### config.mk
export PLATFORM = sky130hd
export DESIGN_NAME = l2_arbiter
export DESIGN_NICKNAME = d
export VERILOG_FILES = /design/src/rtl/l2_arbiter.sv
export SDC_FILE = /design/constraint.sdc
export NUM_CORES = 1
export LEC_CHECK = 0
export BUFFER_PORTS_ARGS = -buffer_cell sky130_fd_sc_hd__buf_4
export CAP_MARGIN = 20
export CORE_AREA = 2 2 547 549
export CTS_CLUSTER_DIAMETER = 30
export CTS_CLUSTER_SIZE = 16
export DETAILED_ROUTE_END_ITERATION = 6
export DIE_AREA = 0 0 549 551
export HOLD_SLACK_MARGIN = 0.03
export MAX_ROUTING_LAYER = met4
export PLACE_DENSITY_LB_ADDON = 0.3
export SLEW_MARGIN = 20
export SYNTH_ARGS = -nofsm -noshare
export SYNTH_HDL_FRONTEND = slang
export SYNTH_SLANG_ARGS = --single-unit
### constraint.sdc
create_clock -name clk -period 2.7 [get_ports clk]
set_input_delay 0.405 -clock clk [delete_from_list [all_inputs] [get_ports clk]]
set_output_delay 0.405 -clock clk [all_outputs]
set_load 0.01 [all_outputs]
### src/rtl/l2_arbiter.sv
// Round-robin arbiter sharing one L2 port between the L1 I-cache and D-cache.
// A grant latches the winning request and replays it to the L2 until l2_resp.

module l2_arbiter #(
    parameter int ADDR_W = 32,
    parameter int LINE_W = 256
) (
    input  logic              clk,
    input  logic              rst_n,
    input  logic              i_read,
    input  logic [ADDR_W-1:0] i_addr,
    output logic [LINE_W-1:0] i_rdata,
    output logic              i_resp,
    input  logic              d_read,
    input  logic              d_write,
    input  logic [ADDR_W-1:0] d_addr,
    input  logic [LINE_W-1:0] d_wdata,
    output logic [LINE_W-1:0] d_rdata,
    output logic              d_resp,
    output logic              l2_read,
    output logic              l2_write,
    output logic [ADDR_W-1:0] l2_addr,
    output logic [LINE_W-1:0] l2_wdata,
    input  logic [LINE_W-1:0] l2_rdata,
    input  logic              l2_resp,
    output logic [1:0]        owner
);

    typedef enum logic [2:0] {
        IDLE,
        SERVE_I,
        SERVE_D,
        RESP_I,
        RESP_D
    } state_e;

    localparam logic GRANT_I = 1'b0;
    localparam logic GRANT_D = 1'b1;

    state_e            state_q, state_d;
    logic              last_grant_q, last_grant_d;
    logic [ADDR_W-1:0] addr_q, addr_d;
    logic [LINE_W-1:0] wdata_q, wdata_d;
    logic              write_q, write_d;
    logic [LINE_W-1:0] i_rdata_q, i_rdata_d;
    logic [LINE_W-1:0] d_rdata_q, d_rdata_d;

    logic req_i;
    logic req_d;
    logic serving;

    assign req_i = i_read;
    assign req_d = d_read | d_write;

    always_comb begin
        state_d      = state_q;
        last_grant_d = last_grant_q;
        addr_d       = addr_q;
        wdata_d      = wdata_q;
        write_d      = write_q;
        i_rdata_d    = i_rdata_q;
        d_rdata_d    = d_rdata_q;

        case (state_q)
            IDLE: begin
                // I wins when alone, or on a tie when D had the previous grant.
                if (req_i && (!req_d || last_grant_q == GRANT_D)) begin
                    state_d      = SERVE_I;
                    addr_d       = i_addr;
                    write_d      = 1'b0;
                    last_grant_d = GRANT_I;
                end else if (req_d) begin
                    state_d      = SERVE_D;
                    addr_d       = d_addr;
                    wdata_d      = d_wdata;
                    write_d      = d_write;
                    last_grant_d = GRANT_D;
                end
            end
            SERVE_I: begin
                if (l2_resp) begin
                    i_rdata_d = l2_rdata;
                    state_d   = RESP_I;
                end
            end
            SERVE_D: begin
                if (l2_resp) begin
                    if (!write_q) begin
                        d_rdata_d = l2_rdata;
                    end
                    state_d = RESP_D;
                end
            end
            RESP_I:  state_d = IDLE;
            RESP_D:  state_d = IDLE;
            default: state_d = IDLE;
        endcase
    end

    always_ff @(posedge clk or negedge rst_n) begin
        if (!rst_n) begin
            state_q      <= IDLE;
            last_grant_q <= GRANT_D;
            addr_q       <= '0;
            wdata_q      <= '0;
            write_q      <= 1'b0;
            i_rdata_q    <= '0;
            d_rdata_q    <= '0;
        end else begin
            state_q      <= state_d;
            last_grant_q <= last_grant_d;
            addr_q       <= addr_d;
            wdata_q      <= wdata_d;
            write_q      <= write_d;
            i_rdata_q    <= i_rdata_d;
            d_rdata_q    <= d_rdata_d;
        end
    end

    // All L2-facing outputs come from latched state, so requester changes never reach the L2.
    assign serving  = (state_q == SERVE_I) || (state_q == SERVE_D);
    assign l2_read  = (state_q == SERVE_I) || ((state_q == SERVE_D) && !write_q);
    assign l2_write = (state_q == SERVE_D) && write_q;
    assign l2_addr  = serving ? addr_q : '0;
    assign l2_wdata = l2_write ? wdata_q : '0;

    assign i_resp  = (state_q == RESP_I);
    assign d_resp  = (state_q == RESP_D);
    assign i_rdata = i_rdata_q;
    assign d_rdata = d_rdata_q;

    always_comb begin
        owner = 2'b00;
        if (state_q == SERVE_I || state_q == RESP_I) begin
            owner = 2'b01;
        end else if (state_q == SERVE_D || state_q == RESP_D) begin
            owner = 2'b10;
        end
    end

    a_l2_strobe_excl: assert property (@(posedge clk) disable iff (!rst_n)
        !(l2_read && l2_write));

    a_resp_excl: assert property (@(posedge clk) disable iff (!rst_n)
        !(i_resp && d_resp));

    a_serve_stable: assert property (@(posedge clk) disable iff (!rst_n)
        (serving && state_d == state_q) |=> ($stable(l2_addr) && $stable(l2_wdata)));

endmodule
* After elaboration in Yosys (flattened, before gate mapping)
Index checks and enable logic that the tools add are counted.
Storage, ports and cells: bits in registers 805, input port bits 582, logic and storage cells 49
Operators by class: equality and inequality tests 7, mux-type cells 15, bitwise operators 3, reductions and logical operators 17
Operator list (number):
- two-way mux 256 bit | 1
- two-way mux 32 bit | 3
- two-way mux 3 bit | 4
- case mux 3 bit (3 select lines) | 1
- AND reduction 3 bit | 3
- equality test 3 x 2 -> 1 bit, second input constant | 2
- logical OR 1 bit | 5
- two-way mux 1 bit | 4
- two-way mux 2 bit | 2
- != test 2 bit, second input constant | 2
- AND reduction 2 bit | 2
- equality test 3 x 1 -> 1 bit, second input constant | 1
- equality test 3 bit, second input constant | 1
- logical AND 1 bit | 3
- logical NOT 3 bit | 1
- != test 3 bit, second input constant | 1
- logical NOT 1 bit | 2
- NOT 1 bit | 2
- nonzero test 2 bit | 1
- OR 1 bit | 1

* Depth between registers and ports, before layout
Gate-level depths: netlist (run 1).
depth in word-level cells 6, depth in mapped cells 7, depth with buffers taken out 3

* Worst setup path before layout (run 1)
OpenSTA, ideal clock, no wires.
path type reg-to-output, from register state_q[2], to output l2_wdata[100], arrival time 1.597 ns, data required time 2.295 ns, slack 0.698 ns, cell stages (with the launch flop) 8, path buffers 4, cell sequence dfrtp_1 -> buf_2 -> nor2_1 -> and3_1 -> clkbuf_1 -> clkbuf_1 -> clkbuf_1 -> and2_1
On the way: longest elaborated chain between the ends 3
Ends and longest elaborated chain:
- start, declared | line 40 | state_e state_q, state_d;
- start signal, assigned | line 110 | state_q <= state_d;
- equality test 3 x 2 -> 1 bit | line 123 | assign l2_write = (state_q == SERVE_D) && write_q;
- logical AND 1 bit | line 123
- two-way mux 256 bit | line 125 | assign l2_wdata = l2_write ? wdata_q : '0;
- end, declared | line 23 | output logic [LINE_W-1:0] l2_wdata,
No other way between the ends.

* Worst setup path after layout (run 1)
from register state_q[0], to output l2_wdata[210]
Same word-level chain as after synthesis.

==> results of run 1 <==
## registers in the layout, summed over array words and instances (netlist names)
name          cells
d_rdata         256
i_rdata         256
wdata_q         256
addr_q           32
state_q           3
last_grant_q      1
write_q           1
## path summary, 6_finish.rpt
path,to,slack [ns],cells past startpoint
max,l2_wdata[210],-0.14,7
min,wdata_q[26]$_DFFE_PN0P_,0.30,3
max reg2reg,addr_q[29]$_DFFE_PN0P_,-0.08,9
min reg2reg,wdata_q[30]$_DFFE_PN0P_,0.47,1
max in group asynchronous,wdata_q[212]$_DFFE_PN0P_,1.56,3
min in group asynchronous,wdata_q[65]$_DFFE_PN0P_,0.31,3
## layout make-up
class,count,area share (%)
diodes,74,0.2885
clock inverters,100,2.507
well taps,3939,7.680
inverters,2,0.01170
repair buffers,2110,29.09
flip-flops and latches,805,31.40
clock buffers,338,10.78
multi-input cells,1218,18.24
## metal layers
metal / track usage (%) / routed length [um]
met3: 6.419 / 22120
met2: 20.87 / 96420
met5: - / 0
met1: 15.15 / 84620
met4: 4.121 / 6304
## cell usage in the layout (no fill, tap or decap), types with 40 or more instances in the layout
cell           count
and2_1           174
and2_4           115
buf_4           1339
buf_6            108
clkbuf_1          40
clkbuf_16        244
clkbuf_8          61
clkinv_2          46
dfrtp_1          801
diode_2           74
dlygate4sd3_1    594
mux2_2           744
## cell families after synthesis
| group | Yosys count | share of synthesized area (%) |
|---|---|---|
| multiplexers | 768 | 26.76 |
| XOR/XNOR | 1 | 0.02710 |
| AND/OR/NAND/NOR | 341 | 6.464 |
| buffers and inverters | 146 | 2.524 |
| flip-flops | 805 | 62.32 |
| AO/OA/AOI/OAI | 108 | 1.904 |
## stage by stage
step / setup TNS [ns] / utilization (%)
floorplan: 0 / -
finish: -18.66 / 21.66
CTS: -52.76 / 21.36
global placement: 0 / 16.18
detailed placement: 0 / 16.18
global route: -64.16 / 21.66
## where the power goes
part	total (W)	leakage (nW)	internal (W)	switching [W]
Sequential	0.0227	9.53	0.0184	0.00430
Combinational	0.0294	14.5	0.0161	0.0133
Clock	0.0294	4.19	0.0208	0.00862
Total	0.0816	28.3	0.0553	0.0262
## worst reg2reg max path, stage by stage (launching register included)
cell           delay (ns)
dfrtp_2              0.42
buf_6                0.13
buf_4                0.12
buf_4                0.13
buf_4                0.13
or3_4                0.39
a21oi_2              0.17
buf_4                0.39
a31oi_1              0.19
dlygate4sd3_1        0.59
## timing repair
item	CTS	global route
gates cloned	10	10
hold buffers	594	0
gates resized for setup	150	141
endpoints found under the hold margin	1180	0
setup buffers	17	6
endpoints found under the setup margin	289	338
pin swaps	21	39
==> run summary, run 1 <==
The detailed-route DRC error count was 0; the footprint of the multi-input gates was 11710 sq um. Cells with a size suffix above 1 make up 61.03% of the layout. The run gives 45.96% as the worst-case headroom to the max-slew limit.

Setup repair after global routing could not meet its margin everywhere. In this run the remaining antenna-violating nets after routing total 0. The net count of the finished layout is 4955. The category of the most critical setup path is flop to output pin. The later-pin clock latency in the skew report came out at 0.88 ns. By count the netlist is led by dfrtp_1, mux2_2, and2_1. Counting along the longest clock path gives a buffer depth of 4. The quantity of I/O buffers inserted on ports came out at 1387. For the total number of vias, the log shows 28130. The total power of the final layout is 0.08155 W.

For the post-synthesis cell type count, the log shows 32. The finished layout holds 8586 standard cells, fillers aside. Yosys printed 0 warnings. Yosys mapped a number of flops with a built-in enable equal to 0. The power per standard cell area came out at 1271 nW/um^2. The synthesized area was 32320 sq um; the largest clock skew in the final design was 0.07129 ns. Counting the buffers created by CTS gives 236. The tool flagged a number of max-cap violations equal to 0. Each instance of the synthesized netlist takes up on average 14.90 sq um. The largest driver fanout on the critical path is 7. The final reports fail on setup timing.

The final weighted congestion of routability-driven global placement was 0.8887; the period utilization was 105.0%. By area the synthesized netlist is led by dfrtp_1, mux2_2, and2_1, mux2_1, buf_4. For the pin with the worst max-slew slack, the measured transition is 0.8106 ns. The hold slack came out at 0.3019 ns. The most used flip-flop cell after synthesis is dfrtp_1.

Summed over all instances, the cell type with the most area after synthesis is dfrtp_1. For the combined flip-flop and latch cell area, the log shows 20150 sq um. The detailed router finished its first iteration with 1312 violations. CTS saw 805 sinks.

The flow ran to the end, but the final reports show violations. Width of the die: 549 um. The synthesized netlist net count came out at 2751. STA classifies the critical path endpoint as an output pin. Derived from the worst setup path, the maximum achievable clock frequency is 0.3526 GHz.

Traced cell by cell, the critical path runs through nor2_4, and3_4, buf_12, buf_16, buf_16, and2_4, buf_6. The number of placed I/O pins came out at 1388. Synthesis-to-layout area growth: 98.54%.

The H-tree was split into 4 levels. The startpoint identified for the worst register-to-register timing path is state_q[0]$_DFFE_PN0P_. The tools report the number of optimization iterations in the first detailed-route pass as 5. The cell at the root of the clock tree is clkbuf_16. The tools report the start point of the critical path as state_q[0]$_DFFE_PN0P_. The die covers 302500 sq um. The tools report the pin count of the biggest net entering global routing as 110. VDD sags by at most 0.8003 mV. The path class of the tightest hold or removal check is primary input to flop.

The placed wire-length estimate is 164.7 mm, and the number of failing hold endpoints at the final stage is 0. The run gives 2.30 ns as the required time reported for the critical path endpoint. The logs give 62.32% for the register area share after synthesis and 0 for the final number of max-transition violations. In the synthesized netlist, the number of instances is 2169. Once the floorplan was initialized, standard cells occupied 10.91% of the core.

The number of fill cells in the layout was 31870; the sum of buffers and inverters on the critical path was 4. The library cell with the highest instance count after synthesis was dfrtp_1. The start point of the worst min-delay path is d_wdata[26]. In this run the biggest area consumer among cell types represents 62.24% of the synthesized area.

The worst path in the final design needs a cycle of 2.836 ns, including I/O delays and setup. The register bit total from synthesis was 805; the post-route worst setup slack was -0.1360 ns. TritonCTS built the clock tree.

The routed wire length per instance came out at 24.40 um. The tools report the data arrival time at the worst-slack endpoint as 2.43 ns. Using the TritonRoute via totals, the vias-per-cell ratio works out to 3.276.

The setup slack at placement came out at 0.2415 ns. The core region is 296300 sq um. The instance area after placement is 47940 sq um, and the final setup violation count is 309. The slowest stage of the critical path belongs to the cell dfrtp_2. The initial antenna violation count came out at 148. The top cell family by delay on the critical path is simple AND/OR/NAND/NOR gates. The tools report the row count as 200.

The largest single stage delay on the critical path is 0.42 ns. The finished cells cover 64180 sq um. Among the stages of the critical path, the cell type that occurs most often is buf_16. The first global-routing pass estimated 270.3 mm of wire. The leakage component of the power is 28.26 nW.

After clock tree synthesis, the clock-pin slew on the worst setup and hold paths is 0.04 ns. Global routing finished with a remaining overflow of 0. The critical path launch point type is a flop. The overall routed net length was 209.5 mm; the die height was 551 um. The number of placed instances, taps included, is 7441. The proportion of synthesized flip-flops having asynchronous set or reset is 100.0%. Global routing used 13.42% of the available tracks across all layers.

The via count of the first global-routing pass is 30890.
Note: power is estimated with default switching activity, not from simulation.
==> run 2: changes to the inputs <==
--- a/config.mk
+++ b/config.mk
@@ -15,6 +15,7 @@
 export HOLD_SLACK_MARGIN = 0.03
 export MAX_ROUTING_LAYER = met4
 export PLACE_DENSITY_LB_ADDON = 0.3
+export SETUP_SLACK_MARGIN = 0.02
 export SLEW_MARGIN = 20
 export SYNTH_ARGS = -nofsm -noshare
 export SYNTH_HDL_FRONTEND = slang
==> run summary, run 2 (synthesis results as in run 1) <==
The cell total after placement is 7441 (unchanged). The later-pin clock latency in the skew report was 0.88 ns (about the same); the placeable core region was 296300 sq um (unchanged). The logs give 0 (unchanged) for the final number of max-transition violations and 1388 (unchanged) for the number of placed I/O pins. The clock transition at the registers of the reported paths is 0.04 ns (about the same), and the area of the die is 302500 sq um (unchanged).

The die height works out to 551 um (unchanged). The accumulated negative setup slack is -15.96 ns (+2.698 ns), and the period utilization is 105.5% (+0.49 points). The tools report the combined flip-flop and latch cell area as 20150 sq um (unchanged). The tools report the met1 routing resource usage after global routing as 15.13% (-0.020 points). The tools report the data arrival time at the worst-slack endpoint as 2.44 ns (about the same). The quantity of I/O buffers inserted on ports is 1387 (unchanged), and the combined global-route utilization of all metal layers is 13.41% (about the same). The post-layout instance count excluding filler cells is 8585 (-0.012%).

The run gives 0.2415 ns (unchanged) as the setup slack at placement. The run finished, with violations left. Row count: 200 (unchanged).

The root buffer cell chosen for the clock tree is clkbuf_16. The global-route wire length before repair is 270.1 mm (about the same). TritonCTS built the clock tree.

The logs give 0 (unchanged) for the number of failing hold endpoints at the final stage and 64360 sq um (+0.28%) for the final instance area. The number of max-cap violations came out at 0 (unchanged). The synthesis-to-layout area growth is 99.11%, and the detailed-route DRC error count is 0 (unchanged). The routed wire length per instance came out at 24.40 um (about the same).

The pin count of the biggest net entering global routing is 110 (unchanged), and the instance area after placement is 47940 sq um (unchanged). For the required time reported for the critical path endpoint, the log shows 2.30 ns (about the same). The leakage component of the power came out at 28.32 nW (+0.23%). The worst setup path is launched from a flop. For the initial antenna violation count, the log shows 142 (-4.1%). The final setup violation count was 248 (-20%). The category of the most critical setup path was flop to output pin. The share of post-route cells with drive strength above 1 works out to 61.50% (+0.47 points). The final weighted congestion of routability-driven global placement is 0.8887 (unchanged).

The number of optimization iterations in the first detailed-route pass is 5 (unchanged). The number of H-tree levels was 4 (unchanged). The final reports fail on setup timing. The number of clock buffers inserted by TritonCTS is 236 (unchanged). For the placed wire-length estimate, the log shows 164.7 mm (unchanged).

The tools report the largest voltage drop on the vdd net as 0.8006 mV (about the same). The maximum clock rate is 0.3510 GHz (-0.46%). The width of the die came out at 549 um (unchanged). The worst-case headroom to the max-slew limit is 46.62% (+0.67 points). The run gives 0.07254 ns (+0.001254 ns) as the largest clock skew in the final design. The tools report the total overflow reported by the global router as 0 (unchanged). Setup repair after global routing could not meet its margin everywhere. The met2 track demand over resource in global routing is 20.87% (about the same).

In this run the worst hold path is classified as primary input to flop. The shortest clock period the worst path allows after layout was 2.849 ns (+0.01321 ns); the worst-margin pin slew was 0.8007 ns (-0.009989 ns). Final net count: 4954 (-0.020%). Initial detailed-routing violation count: 1383 (+5.4%). The library cell used most frequently in the layout, excluding fill and tap cells, is buf_4. The overall routed net length came out at 209.4 mm (about the same).

The endpoint kind of the worst setup timing path was an output pin. The footprint of the multi-input gates was 11770 sq um (+0.53%); the total number of vias was 28080 (-0.18%). The run gives 10.91% (unchanged) as the initial cell density of the core. The run gives 6.417% (about the same) as the global-route met3 utilization. The tools report the via count of the first global-routing pass as 30900 (+0.0032%).

The library cells used most frequently in the layout, excluding fill and tap cells, are buf_4, dfrtp_1, mux2_2. The power per standard cell area is 1273 nW/um^2 (+0.14%). For the clock net sink count, the log shows 805 (unchanged). After global routing, the most crowded layer is met2. The post-route worst setup slack was -0.1492 ns (-0.01321 ns); the largest driver fanout on the critical path was 7 (unchanged).

The detailed-route vias per instance is 3.271 (-0.17%), and the worst-case clock buffer depth is 4 (unchanged). The run gives 0.2995 ns (-0.002345 ns) as the hold slack. For the count of nets left with antenna violations after detail routing, the log shows 0 (unchanged). The number of fill cells in the layout was 31850 (-0.069%).
==> run 2: cell count changes in the layout (fill, tap and decap cells not counted) <==
cell       change
buf_12         +2
and2_4        +22
o21bai_4       +1
clkbuf_16      +1
buf_4         -26
buf_8          +5
and2_1        -22
buf_6         +18
buf_16         -1
o21bai_2       -1
==> run 2: critical path, cell delays in order (launching register included) <==
cell,delay (ns)
dfrtp_2,0.42
nor2_4,0.13
and3_4,0.30
buf_12,0.14
buf_16,0.15
clkbuf_16,0.19
and2_4,0.15
buf_6,0.10
==> run 2: per-stage QoR <==
| stage | total power (W) | utilization, % |
|---|---|---|
| 3_3_place_gp | 0.04867 | 16.18 |
| 4_1_cts | 0.08180 | 21.33 |
| 2_1_floorplan | 0.03329 | - |
| 3_5_place_dp | 0.04896 | 16.18 |
| 5_1_grt | 0.08586 | 21.72 |
| 6_report | 0.08190 | 21.72 |
==> run 2: worst paths after layout <==
kind                                               from                        to  slack (ns)  cells past startpoint
worst max-delay path             state_q[0]$_DFFE_PN0P_             l2_wdata[101]       -0.15                      7
worst min-delay path                        d_wdata[26]   wdata_q[26]$_DFFE_PN0P_        0.30                      3
worst max register to register   state_q[0]$_DFFE_PN0P_  wdata_q[230]$_DFFE_PN0P_        0.08                      8
worst min register to register  wdata_q[30]$_DFFE_PN0P_   wdata_q[30]$_DFFE_PN0P_        0.47                      1
max in group asynchronous                         rst_n  wdata_q[212]$_DFFE_PN0P_        1.57                      3
min in group asynchronous                         rst_n   wdata_q[65]$_DFFE_PN0P_        0.31                      3
==> run 2: routing by layer <==
metal | wire, um | share of wire [%]
met1 | 84390 | 40
met2 | 96370 | 46
met3 | 22290 | 11
met4 | 6391 | 3.1
met5 | 0 | 0
==> run 2: layout make-up <==
cell class / count / area share [%]
sequential: 805 / 31.31
timing repair buffer: 2109 / 29.19
multi-input combinational: 1218 / 18.29
clock inverter: 100 / 2.500
clock buffer: 338 / 10.75
antenna: 74 / 0.2877
tap: 3939 / 7.658
inverter: 2 / 0.01166
==> run 2: timing repair <==
action | CTS | global route
gates resized for setup | 133 | 215
setup buffers | 16 | 7
pin swaps | 20 | 61
hold buffers | 594 | 0
hold endpoints to repair | 1180 | 0
gates cloned | 9 | 11
setup endpoints to repair | 289 | 297
==> run 2: power breakdown <==
part | internal (W) | switching (W) | leakage [nW]
combinational | 0.0164 | 0.0134 | 14.6
clock | 0.0208 | 0.00861 | 4.19
sequential | 0.0184 | 0.00433 | 9.53
total | 0.0556 | 0.0263 | 28.3
